==> src/rtl/search_scheduler_pkg.sv <==
// search_pkg: frame geometry, strip shape, SAD width and the scheduler state type.
// Shared by the scheduler, its interface and the strip position counter.
package search_pkg;
  localparam int FRAME_W  = 64;
  localparam int WIN      = 4;
  localparam int L        = FRAME_W - WIN;
  localparam int STRIP_C  = 4;
  localparam int STRIP_R  = 8;
  localparam int N_CAND   = STRIP_C * STRIP_R;
  localparam int N_STRIPS = (FRAME_W / STRIP_C) * (FRAME_W / STRIP_R);
  localparam int SAD_W    = 13;
  localparam int IDX_W    = 5;
  localparam int POS_W    = 6;

  typedef enum logic [2:0] {
    S_IDLE,
    S_ISSUE,
    S_REQ,
    S_UPDATE,
    S_DONE
  } state_e;
endpackage

==> src/rtl/search_scheduler_if.sv <==
// search_scheduler_if: host start/status plus memory-index and SAD comparator handshake.
// master = scheduler side, slave = host / datapath side.
interface search_scheduler_if
  import search_pkg::*;
#(
  parameter int SW = search_pkg::SAD_W
);
  logic              start;
  logic              busy;
  logic              done;
  logic [15:0]       mem_index;
  logic [N_CAND-1:0] cand_mask;
  logic              sad_req;
  logic              sad_valid;
  logic [SW-1:0]     sad_min;
  logic [IDX_W-1:0]  sad_idx;
  logic [SW-1:0]     best_sad;
  logic [POS_W-1:0]  best_x;
  logic [POS_W-1:0]  best_y;
  logic              err;

  modport master (
    input  start, sad_valid, sad_min, sad_idx,
    output busy, done, mem_index, cand_mask, sad_req, best_sad, best_x, best_y, err
  );

  modport slave (
    output start, sad_valid, sad_min, sad_idx,
    input  busy, done, mem_index, cand_mask, sad_req, best_sad, best_x, best_y, err
  );
endinterface

==> src/rtl/search_scheduler_strip_pos_counter.sv <==
// strip_pos_counter: raster x/y strip origin; mask and memory index are derived from the
// position being entered this edge so the scheduler can register them on ISSUE entry.
module strip_pos_counter
  import search_pkg::*;
(
  input  logic              Clk,
  input  logic              Rst,
  input  logic              clear_i,
  input  logic              advance_i,
  output logic [POS_W-1:0]  x_o,
  output logic [POS_W-1:0]  y_o,
  output logic              last_strip_o,
  output logic [N_CAND-1:0] nxt_mask_o,
  output logic [15:0]       nxt_index_o
);
  localparam logic [POS_W-1:0] X_LAST = POS_W'(FRAME_W - STRIP_C);
  localparam logic [POS_W-1:0] Y_LAST = POS_W'(FRAME_W - STRIP_R);

  logic [POS_W-1:0] x_q, y_q, x_d, y_d;

  always_comb begin
    x_d = x_q;
    y_d = y_q;
    if (clear_i) begin
      x_d = '0;
      y_d = '0;
    end else if (advance_i) begin
      if (x_q == X_LAST) begin
        x_d = '0;
        y_d = y_q + POS_W'(STRIP_R);
      end else begin
        x_d = x_q + POS_W'(STRIP_C);
      end
    end
  end

  // Candidates whose window would run past the frame edge are masked off.
  always_comb begin
    nxt_mask_o = '0;
    for (int r = 0; r < STRIP_R; r++) begin
      for (int c = 0; c < STRIP_C; c++) begin
        nxt_mask_o[r*STRIP_C + c] = (int'(x_d) + c <= L) && (int'(y_d) + r <= L);
      end
    end
  end

  assign nxt_index_o  = 16'(y_d) * 16'(FRAME_W) + 16'(x_d);
  assign last_strip_o = (x_q == X_LAST) && (y_q == Y_LAST);
  assign x_o          = x_q;
  assign y_o          = y_q;

  always_ff @(posedge Clk) begin
    if (Rst) begin
      x_q <= '0;
      y_q <= '0;
    end else begin
      x_q <= x_d;
      y_q <= y_d;
    end
  end
endmodule

==> src/rtl/search_scheduler.sv <==
// search_scheduler: full-search block-matching sequencer; SEARCH_EARLY_EXIT_EN ends on a zero SAD.
// Per strip MEM_WAIT+2 cycles plus comparator latency; REQ waits indefinitely for sad_valid.
module search_scheduler
  import search_pkg::*;
#(
  parameter int MEM_WAIT = 1
) (
  input logic                Clk,
  input logic                Rst,
  search_scheduler_if.master bus
);
  localparam logic [3:0] WAIT_INIT = 4'(MEM_WAIT - 1);

  state_e              state_q;
  logic [3:0]          wait_q;
  logic                busy_q, done_q, sad_req_q, err_q;
  logic [15:0]         mem_index_q;
  logic [N_CAND-1:0]   cand_mask_q;
  logic [SAD_W-1:0]    best_sad_q, sad_min_q;
  logic [POS_W-1:0]    best_x_q, best_y_q;
  logic [IDX_W-1:0]    sad_idx_q;

  logic [POS_W-1:0]    pos_x, pos_y, cand_c, cand_r;
  logic [N_CAND-1:0]   nxt_mask;
  logic [15:0]         nxt_index;
  logic                last_strip, clear, advance, hit, better, finish;

  assign clear   = (state_q == S_IDLE) && bus.start;
  assign advance = (state_q == S_UPDATE) && !finish;
  assign hit     = cand_mask_q[sad_idx_q];
  assign better  = hit && (sad_min_q < best_sad_q);
  assign cand_c  = POS_W'(sad_idx_q % IDX_W'(STRIP_C));
  assign cand_r  = POS_W'(sad_idx_q / IDX_W'(STRIP_C));

`ifdef SEARCH_EARLY_EXIT_EN
  assign finish = last_strip || (better && (sad_min_q == '0));
`else
  assign finish = last_strip;
`endif

  strip_pos_counter u_pos (
    .Clk          (Clk),
    .Rst          (Rst),
    .clear_i      (clear),
    .advance_i    (advance),
    .x_o          (pos_x),
    .y_o          (pos_y),
    .last_strip_o (last_strip),
    .nxt_mask_o   (nxt_mask),
    .nxt_index_o  (nxt_index)
  );

  always_ff @(posedge Clk) begin
    if (Rst) begin
      state_q     <= S_IDLE;
      wait_q      <= '0;
      busy_q      <= 1'b0;
      done_q      <= 1'b0;
      sad_req_q   <= 1'b0;
      err_q       <= 1'b0;
      mem_index_q <= '0;
      cand_mask_q <= '0;
      best_sad_q  <= '1;
      best_x_q    <= '0;
      best_y_q    <= '0;
      sad_min_q   <= '0;
      sad_idx_q   <= '0;
    end else begin
      done_q <= 1'b0;
      case (state_q)
        S_IDLE: begin
          if (bus.start) begin
            state_q     <= S_ISSUE;
            busy_q      <= 1'b1;
            err_q       <= 1'b0;
            best_sad_q  <= '1;
            best_x_q    <= '0;
            best_y_q    <= '0;
            wait_q      <= WAIT_INIT;
            mem_index_q <= nxt_index;
            cand_mask_q <= nxt_mask;
          end
        end
        S_ISSUE: begin
          if (wait_q == '0) begin
            state_q   <= S_REQ;
            sad_req_q <= 1'b1;
          end else begin
            wait_q <= wait_q - 4'd1;
          end
        end
        S_REQ: begin
          if (bus.sad_valid) begin
            sad_min_q <= bus.sad_min;
            sad_idx_q <= bus.sad_idx;
            sad_req_q <= 1'b0;
            state_q   <= S_UPDATE;
          end
        end
        S_UPDATE: begin
          if (!hit) begin
            err_q <= 1'b1;
          end else if (better) begin
            best_sad_q <= sad_min_q;
            best_x_q   <= pos_x + cand_c;
            best_y_q   <= pos_y + cand_r;
          end
          if (finish) begin
            state_q <= S_DONE;
            done_q  <= 1'b1;
            busy_q  <= 1'b0;
          end else begin
            state_q     <= S_ISSUE;
            wait_q      <= WAIT_INIT;
            mem_index_q <= nxt_index;
            cand_mask_q <= nxt_mask;
          end
        end
        S_DONE:  state_q <= S_IDLE;
        default: state_q <= S_IDLE;
      endcase
    end
  end

  assign bus.busy      = busy_q;
  assign bus.done      = done_q;
  assign bus.sad_req   = sad_req_q;
  assign bus.err       = err_q;
  assign bus.mem_index = mem_index_q;
  assign bus.cand_mask = cand_mask_q;
  assign bus.best_sad  = best_sad_q;
  assign bus.best_x    = best_x_q;
  assign bus.best_y    = best_y_q;
endmodule

==> src/flat_wrapper.sv <==
// flat-port wrapper written by rule: the top's interface ports become plain ports
module search_scheduler_flat import search_pkg::*;
#(
  parameter int MEM_WAIT = 1
)
  (Clk, Rst, bus_start, bus_sad_valid, bus_sad_min, bus_sad_idx, bus_busy, bus_done, bus_mem_index, bus_cand_mask, bus_sad_req, bus_best_sad, bus_best_x, bus_best_y, bus_err);
  search_scheduler_if bus_i ();
  input logic Clk;
  input logic Rst;
  input wire logic [$bits(bus_i.start)-1:0] bus_start;
  input wire logic [$bits(bus_i.sad_valid)-1:0] bus_sad_valid;
  input wire logic [$bits(bus_i.sad_min)-1:0] bus_sad_min;
  input wire logic [$bits(bus_i.sad_idx)-1:0] bus_sad_idx;
  output wire logic [$bits(bus_i.busy)-1:0] bus_busy;
  output wire logic [$bits(bus_i.done)-1:0] bus_done;
  output wire logic [$bits(bus_i.mem_index)-1:0] bus_mem_index;
  output wire logic [$bits(bus_i.cand_mask)-1:0] bus_cand_mask;
  output wire logic [$bits(bus_i.sad_req)-1:0] bus_sad_req;
  output wire logic [$bits(bus_i.best_sad)-1:0] bus_best_sad;
  output wire logic [$bits(bus_i.best_x)-1:0] bus_best_x;
  output wire logic [$bits(bus_i.best_y)-1:0] bus_best_y;
  output wire logic [$bits(bus_i.err)-1:0] bus_err;
  assign bus_i.start = bus_start;
  assign bus_i.sad_valid = bus_sad_valid;
  assign bus_i.sad_min = bus_sad_min;
  assign bus_i.sad_idx = bus_sad_idx;
  assign bus_busy = bus_i.busy;
  assign bus_done = bus_i.done;
  assign bus_mem_index = bus_i.mem_index;
  assign bus_cand_mask = bus_i.cand_mask;
  assign bus_sad_req = bus_i.sad_req;
  assign bus_best_sad = bus_i.best_sad;
  assign bus_best_x = bus_i.best_x;
  assign bus_best_y = bus_i.best_y;
  assign bus_err = bus_i.err;
  search_scheduler #(.MEM_WAIT(MEM_WAIT)) u_core (.Clk(Clk), .Rst(Rst), .bus(bus_i));
endmodule
==> config.mk <==
export PLATFORM = sky130hd
export DESIGN_NAME = search_scheduler_flat
export DESIGN_NICKNAME = d
export VERILOG_FILES = /design/src/rtl/search_scheduler_pkg.sv /design/src/rtl/search_scheduler_if.sv /design/src/rtl/search_scheduler_strip_pos_counter.sv /design/src/rtl/search_scheduler.sv /design/src/flat_wrapper.sv
export SDC_FILE = /design/constraint.sdc
export NUM_CORES = 1
export LEC_CHECK = 0
export ABC_CLOCK_PERIOD_IN_PS = 7000
export BUFFER_PORTS_ARGS = -buffer_cell sky130_fd_sc_hd__buf_2
export CORE_MARGIN = 2
export CORE_UTILIZATION = 35
export CTS_CLUSTER_DIAMETER = 80
export CTS_CLUSTER_SIZE = 14
export DETAILED_ROUTE_END_ITERATION = 10
export GPL_TIMING_DRIVEN = 0
export PLACE_DENSITY = 0.57
export SYNTH_ARGS = -nofsm -noshare
export SYNTH_HDL_FRONTEND = slang
export SYNTH_HIERARCHICAL = 1
export SYNTH_SLANG_ARGS = --single-unit
==> constraint.sdc <==
create_clock -name Clk -period 7 [get_ports Clk]
set_input_delay 0 -clock Clk [delete_from_list [all_inputs] [get_ports Clk]]
set_output_delay 0 -clock Clk [all_outputs]
set_load 0.01 [all_outputs]
# [Yosys cells after proc, flatten, opt, wreduce, memory -nomap -nowiden]
# Index checks and enable logic that the tools add are counted.
[totals] regBits=114 in_bits=22 out_inout_bits=77 word_cells=155
[classes] add_sub_neg=16 order_cmp=14 eq_ne=14 muxes=44 n_bitwise=1 n_reduce_logical=51
[op_table] op="7-bit by 6-bit less-or-equal comparator with 1-bit output, second input constant" n=10
[op_table] op="6-bit 2-to-1 mux" n=11
[op_table] op="32-bit 2-to-1 mux" n=2
[op_table] op="32-bit case mux with 2 select lines" n=1
[op_table] op="13-bit 2-to-1 mux" n=3
[op_table] op="1-bit logical AND" n=36
[op_table] op="16-bit 2-to-1 mux" n=2
[op_table] op="16-bit case mux with 2 select lines" n=1
[op_table] op="6-bit by 2-bit adder with 7-bit output, second input constant" n=4
[op_table] op="6-bit by 3-bit adder with 7-bit output, second input constant" n=4
[op_table] op="13-bit case mux with 2 select lines" n=1
[op_table] op="6-bit case mux with 2 select lines" n=2
[op_table] op="3-bit AND reduction" n=5
[op_table] op="6-bit by 1-bit adder with 7-bit output, second input constant" n=2
[op_table] op="12-bit by 6-bit adder with 13-bit output" n=1
[op_table] op="13-bit < comparator" n=1
[op_table] op="6-bit == test, second input constant" n=2
[op_table] op="6-bit less-or-equal comparator, second input constant" n=2
[op_table] op="3-bit 2-to-1 mux" n=4
[op_table] op="4-bit 2-to-1 mux" n=3
[op_table] op="3-bit case mux with 4 select lines" n=1
[op_table] op="4-bit case mux with 3 select lines" n=1
[op_table] op="2-bit != test, second input constant" n=5
[op_table] op="1-bit 2-to-1 mux" n=8
[op_table] op="20 further kinds" n=28

# [Longest topological paths before layout]
[logic_depth] word_depth=11 depth_mapped=19 depth_no_buf=17

# [Cells and area by module]
# Netlist, hierarchy kept.
[by_module_without_submodules] mod="search_scheduler" n_inst=1 cells_per_inst=539 area_per_inst_um2=4556.9 seq_area_each_um2=2042.0
[by_module_without_submodules] mod="strip_pos_counter" n_inst=1 cells_per_inst=230 area_per_inst_um2=1725.4 seq_area_each_um2=240.2

# [Worst setup path before layout]
# No wires, ideal clock.
[synth_timing] kind="reg-to-reg" start="register u_core.u_pos.y_q[0] (netlist: u_core/u_pos/y_o[0])" end="register u_core.cand_mask_q[20] (netlist: u_core/bus.cand_mask[20])" setup_time_ps=70 arrival_ps=4072 t_required_ps=6930 slack_ps=2858 path_stages_with_launch=19 n_path_buf=3 period_less_slack_ps=4142 cell_sequence="dfxtp_1 > clkbuf_1 > nor3_1 > and4_1 > and3_1 > nor3_1 > nand4_4 > nor3_4 > buf_6 > mux2i_2 > inv_1 > ha_1 > clkbuf_1 > a31o_2 > a211oi_1 > nor3_2 > nor2_1 > nand2_1 > a21oi_1"
[synth_via] elab_chain_len=11 word_cells_on_any_way=19 cone_classes="add/sub: 2; order compare: 2; eq/ne: 2; mux: 8; reduce/logical: 5"
[synth_lines] item="start: declaration" line_no="search_scheduler_strip_pos_counter.sv:19" source="logic [POS_W-1:0] x_q, y_q, x_d, y_d;"
[synth_lines] item="start signal: assignment" line_no="search_scheduler_strip_pos_counter.sv:58" source="y_q <= y_d;"
[synth_lines] item="6-bit == test *" line_no="search_scheduler_strip_pos_counter.sv:48" source="assign last_strip_o = (x_q == X_LAST) && (y_q == Y_LAST);"
[synth_lines] item="1-bit logical AND *" line_no="search_scheduler_strip_pos_counter.sv:48"
[synth_lines] item="via u_core.finish" line_no="search_scheduler.sv:26" source="logic last_strip, clear, advance, hit, better, finish;"
[synth_lines] item="1-bit logical NOT *" line_no="search_scheduler.sv:29" source="assign advance = (state_q == S_UPDATE) && !finish;"
[synth_lines] item="1-bit logical AND *" line_no="search_scheduler.sv:29"
[synth_lines] item="via u_core.advance" line_no="search_scheduler.sv:26"
[synth_lines] item="6-bit 2-to-1 mux" line_no="search_scheduler_strip_pos_counter.sv:27" source="end else if (advance_i) begin"
[synth_lines] item="6-bit 2-to-1 mux" line_no="search_scheduler_strip_pos_counter.sv:24" source="if (clear_i) begin"
[synth_lines] item="6-bit by 3-bit adder with 7-bit output" line_no="search_scheduler_strip_pos_counter.sv:42" source="nxt_mask_o[r*STRIP_C + c] = (int'(x_d) + c <= L) && (int'(y_d) + r <= L);"
[synth_lines] item="7-bit by 6-bit less-or-equal comparator with 1-bit output" line_no="search_scheduler_strip_pos_counter.sv:42"
[synth_lines] item="1-bit logical AND *" line_no="search_scheduler_strip_pos_counter.sv:42"
[synth_lines] item="via u_core.nxt_mask[20]" line_no="search_scheduler.sv:24" source="logic [N_CAND-1:0] nxt_mask;"
[synth_lines] item="32-bit 2-to-1 mux, on equally long branches" line_no="search_scheduler.sv:108, search_scheduler.sv:72"
[synth_lines] item="32-bit case mux with 2 select lines *" line_no="search_scheduler.sv:70" source="case (state_q)"
[synth_lines] item="end signal: assignment" line_no="search_scheduler.sv:81" source="cand_mask_q <= nxt_mask;"
[synth_lines] item="end signal: assignment" line_no="search_scheduler.sv:116" source="cand_mask_q <= nxt_mask;"
[synth_lines] item="end: declaration" line_no="search_scheduler.sv:18" source="logic [N_CAND-1:0] cand_mask_q;"
# The timed path passes the listed nets; every way through them passes the cells marked *. The select of a mux whose other input is x is not followed.
# A chain may end at the register's enable or synchronous reset.

# [Final worst setup path]
[layout_timing] start="register u_core.u_pos.y_q[0] (netlist: u_core/u_pos/y_o[0])" end="register u_core.cand_mask_q[15] (netlist: u_core/bus.cand_mask[15])"
[layout_via] elab_chain_len=11 word_cells_on_any_way=20 cone_classes="add/sub: 3; order compare: 2; eq/ne: 2; mux: 8; reduce/logical: 5"
[layout_lines] item="6-bit == test *" line_no="search_scheduler_strip_pos_counter.sv:48"
[layout_lines] item="1-bit logical AND *" line_no="search_scheduler_strip_pos_counter.sv:48"
[layout_lines] item="via u_core.finish" line_no="search_scheduler.sv:26"
[layout_lines] item="1-bit logical NOT *" line_no="search_scheduler.sv:29"
[layout_lines] item="1-bit logical AND *" line_no="search_scheduler.sv:29"
[layout_lines] item="via u_core.advance" line_no="search_scheduler.sv:26"
[layout_lines] item="6-bit 2-to-1 mux" line_no="search_scheduler_strip_pos_counter.sv:27"
[layout_lines] item="6-bit 2-to-1 mux" line_no="search_scheduler_strip_pos_counter.sv:24"
[layout_lines] item="6-bit by 2-bit adder with 7-bit output" line_no="search_scheduler_strip_pos_counter.sv:42"
[layout_lines] item="7-bit by 6-bit less-or-equal comparator with 1-bit output" line_no="search_scheduler_strip_pos_counter.sv:42"
[layout_lines] item="1-bit logical AND *" line_no="search_scheduler_strip_pos_counter.sv:42"
[layout_lines] item="via u_core.nxt_mask[15]" line_no="search_scheduler.sv:24"
[layout_lines] item="32-bit 2-to-1 mux, on equally long branches" line_no="search_scheduler.sv:108, search_scheduler.sv:72"
[layout_lines] item="32-bit case mux with 2 select lines *" line_no="search_scheduler.sv:70"
# Marks and branches as above.

==> summary.txt <==
Clock network
  – Clock-pin slew on the worst setup and hold paths: 60 ps
  – CTS tree: built
  – CTS root buffer: sky130_fd_sc_hd__clkbuf_16
  – TritonCTS buffer count: 17
  – Insertion delay to the later sink of the worst-skew pair: 430 ps
  – CTS Sinks: 114
  – Htree depth: 4
  – Maximum buffer depth of the clock tree: 2
  – Setup Fix Bufs, Post-CTS: 0

Drt
  – Detailed router's first-iteration violation count: 345
  – Detail-routed net length per standard cell: 15.7 microns
  – Final wirelength: 18000 microns
  – Detailed-route via count: 5671
  – Routed via count divided by cell count: 4.94
  – Number of nets still failing antenna checks after routing: 0
  – TritonRoute pass-1 iters: 5
  – Number of DRC violations after detailed routing: 0

GRT
  – Maximum number of pins on one net before global-route repair: 17
  – Number of antenna violations at the first check in global routing: 0
  – Overflow left after global routing: 0
  – Number of global-route vias before repair: 5245
  – Global-route usage over all layers: 0.197
  – Wire length of the first global-routing pass: 28400 microns

Synth
  – Netlist Area Pre-Place: 6280 sq um
  – Unique cell type count in the Yosys netlist: 70
  – Number of flops mapped to enable cells by yosys: 0
  – Sequential element share of the synthesized area: 0.363
  – Most frequently used flop master after synthesis: sky130_fd_sc_hd__dfxtp_1
  – Number of warning messages in the yosys log: 6
  – Synthesis-stage register bit count: 114
  – Gate Count Post-Synth: 769
  – Synthesized area divided by synthesized cell count: 8.17 sq um
  – Async set-or-reset flop fraction in the synthesized netlist: 0

Setup path
  – Origin of the worst setup path: u_core/u_pos/y_o[0]$_SDFF_PP0_
  – Timing endpoint of the critical path: u_core/bus.cand_mask[15]$_SDFFE_PP0P_
  – Critical Path Source Type: register
  – Endpoint required time on the critical path: 7290 ps
  – Largest fanout on the critical path: 10
  – Data arrival at the endpoint of the critical path: 5710 ps
  – Critical Path Sink Type: register
  – Critical setup path kind: register to register
  – Length in cells of the worst reg-to-reg path: 19
  – Startpoint of the worst-slack reg-to-reg timing path: u_core/u_pos/y_o[0]$_SDFF_PP0_
  – End of the worst register-to-register path: u_core/bus.cand_mask[15]$_SDFFE_PP0P_
  – Reg-to-reg slack, setup: 1580 ps

Timing
  – Final critical-path setup slack: 1580 ps
  – Fin. max-slew vios: 0
  – Setup TNS: 0 ps
  – Slew @ Worst Pin: 1270 ps
  – Relative slew slack: 0.146
  – Period Utilization, post-route: 0.774
  – Achievable clock frequency: 184 MHz
  – Setup Skew: 13.1 ps
  – Final-report hold violation count: 0
  – RSZ-0062 raised after global routing: false
  – Final-report setup violation count: 0
  – Minimum clock period: 5420 ps

Final layout
  – Fraction of layout cells with a size suffix above 1: 0.191
  – Number of inserted diodes: 0
  – FILL cells: 1786
  – Leading cell type in the layout, fill and taps excluded: sky130_fd_sc_hd__nand2_1
  – Utilization after layout: 0.451
  – Layout Nets: 965
  – Commonest cells after routing, fill and taps aside: 180 x sky130_fd_sc_hd__nand2_1, 114 x sky130_fd_sc_hd__dfxtp_1, 101 x sky130_fd_sc_hd__buf_2, 90 x sky130_fd_sc_hd__a21oi_1, 75 x sky130_fd_sc_hd__nor2_1
  – Post-Layout Cell Count: 1147
  – Area grow syn2layout: 25.1%

Pwr
  – Areal power density over the cells: 300 nW/um^2
  – Peak supply drop: 0.189 mV
  – Leakage dissipation: 3.58 nW

Placed design
  – GP Congestion: 0.875
  – Setup slack after placement: 1630 ps
  – Half-perimeter wire length after placement: 13100 microns
  – Placed Cells: 1095
  – Count of port buffers added during placement: 98

Outcome
  – Run status: finished clean

Floorplanning
  – Initial Util: 0.361
  – Die width: 138 microns
  – I/O pin total: 99
  – Die area: 19000 sq um
  – Number of standard-cell rows in the floorplan: 48
  – Core area: 17400 sq um
  – Die H: 138 microns

Worst hold path
  – Hold Path Depth: 4
  – Classification of the worst-slack hold path: input port to register

Job
  – Max Cap Violations: 0
-- synth_stat cells, drive strengths merged, types with 2 or more instances --
master	instances	area (sq um)
a2111oi	2	36.3
a211oi	5	42.5
a21boi	3	22.5
a21o	6	45.0
a21oi	91	459
a31oi	2	12.5
and2	5	31.3
and3b	2	18.8
buf	14	138
clkbuf	36	145
dfxtp	114	2280
fa	2	40.0
ha	32	400
inv	30	113
mux2i	39	398
mux4	9	214
nand2	180	676
nand2b	10	62.6
nand3	9	45.0
nand3b	2	18.8
nand4	5	46.3
nor2	75	282
nor2b	6	37.5
nor3	23	141
nor3b	4	30.0
nor4	2	27.5
o21ai	11	55.1
o21bai	2	15.0
o22ai	3	31.3
o32ai	2	25.0
or2	5	31.3
or3	3	18.8
xnor2	11	104
xor2	8	70.1
-- flip-flops by register name (all words and copies together) (netlist names), 3 cells and up --
name	cells
u_core/bus.best_y	6
u_core/state_q	3
u_core/bus.best_x	6
u_core/bus.best_sad	13
u_core/u_pos/x_o	6
u_core/bus.mem_index	16
u_core/bus.cand_mask	32
u_core/sad_idx_q	5
u_core/sad_min_q	13
u_core/u_pos/y_o	6
u_core/wait_q	4
-- how the worst min path moves through the flow --
stage,startpoint,to,slack (ps)
CTS,bus_start,u_core/state_q[0]$_SDFFE_PP0P_,30
global placement,bus_sad_idx[4],u_core/sad_idx_q[4]$_SDFFE_PP0P_,250
detailed placement,bus_sad_min[6],u_core/sad_min_q[6]$_SDFFE_PP0P_,250
finish,bus_start,u_core/state_q[0]$_SDFFE_PP0P_,50
global route,bus_start,u_core/state_q[0]$_SDFFE_PP0P_,50
floorplan,Rst,u_core/u_pos/y_o[0]$_SDFF_PP0_,70
-- report_power, final --
part / internal (mW) / switching (mW) / total (mW) / leakage, nW
logic: 0.265 / 0.398 / 0.663 / 2.36
registers: 0.748 / 0.0760 / 0.824 / 0.930
clock network: 0.559 / 0.308 / 0.866 / 0.289
-- per-stage QoR --
step	total power [mW]	instance area, sq um	hold slack (ps)
floorplan	1.27	6290	71.1
global placement	1.49	7070	250
detailed placement	1.49	7070	251
CTS	2.37	7860	25.4
global route	2.49	7860	52.7
finish	2.35	7860	53.3
-- logic make-up (layout without fill, tap and decap cells) --
family,count (synthesis),in the layout,synth area share
AO/OA/AOI/OAI,134,134,0.129
XOR/XNOR,20,20,0.0313
adder cells (fa/ha/maj),35,35,0.0717
buffers and inverters,81,231,0.0643
flip-flops,114,114,0.363
multiplexers,48,48,0.0974
other,1,4,0.000597
AND/OR/NAND/NOR,336,336,0.242
-- worst max-delay path: stages (launching register included) --
cell and delay [ps]:
sky130_fd_sc_hd__dfxtp_1 400, sky130_fd_sc_hd__clkbuf_1 390, sky130_fd_sc_hd__nor3_1 160, sky130_fd_sc_hd__and4_1 230, sky130_fd_sc_hd__and3_1 240, sky130_fd_sc_hd__nor3_1 1020, sky130_fd_sc_hd__nand4_4 200, sky130_fd_sc_hd__nor3_4 330
sky130_fd_sc_hd__buf_6 240, sky130_fd_sc_hd__mux2i_2 400, sky130_fd_sc_hd__inv_1 170, sky130_fd_sc_hd__ha_1 230, sky130_fd_sc_hd__clkbuf_1 240, sky130_fd_sc_hd__nand3_1 140, sky130_fd_sc_hd__a21boi_0 90, sky130_fd_sc_hd__a221oi_1 290
sky130_fd_sc_hd__nand3b_2 170, sky130_fd_sc_hd__nor3b_1 180, sky130_fd_sc_hd__nand2_1 80, sky130_fd_sc_hd__a21oi_1 60
-- layout make-up --
class                           instances  area, sq um  area share
Buffer                                 50          283      0.0360
Inverter                               31          121      0.0154
Timing Repair Buffer                  118          691      0.0879
Clock inverter                          9          104      0.0132
Sequential cell                       114         2280       0.290
Tap cell                              225          282      0.0358
Clock buffer                           23          488      0.0621
Multi-Input combinational cell        577         3610       0.459
-- layer usage --
metal / track usage / part of all wire
met5: 0 / 0
met4: 0.0584 / 0.011
met3: 0.0420 / 0.052
met2: 0.312 / 0.45
met1: 0.269 / 0.48
-- timing repair --
item | CTS | global route
hold buffers | 20 | 0
gates resized for setup | 0 | 0
hold endpoints to repair | 22 | 0
setup endpoints to repair | 0 | 0
No activity file was read; power rests on OpenSTA's default activity.
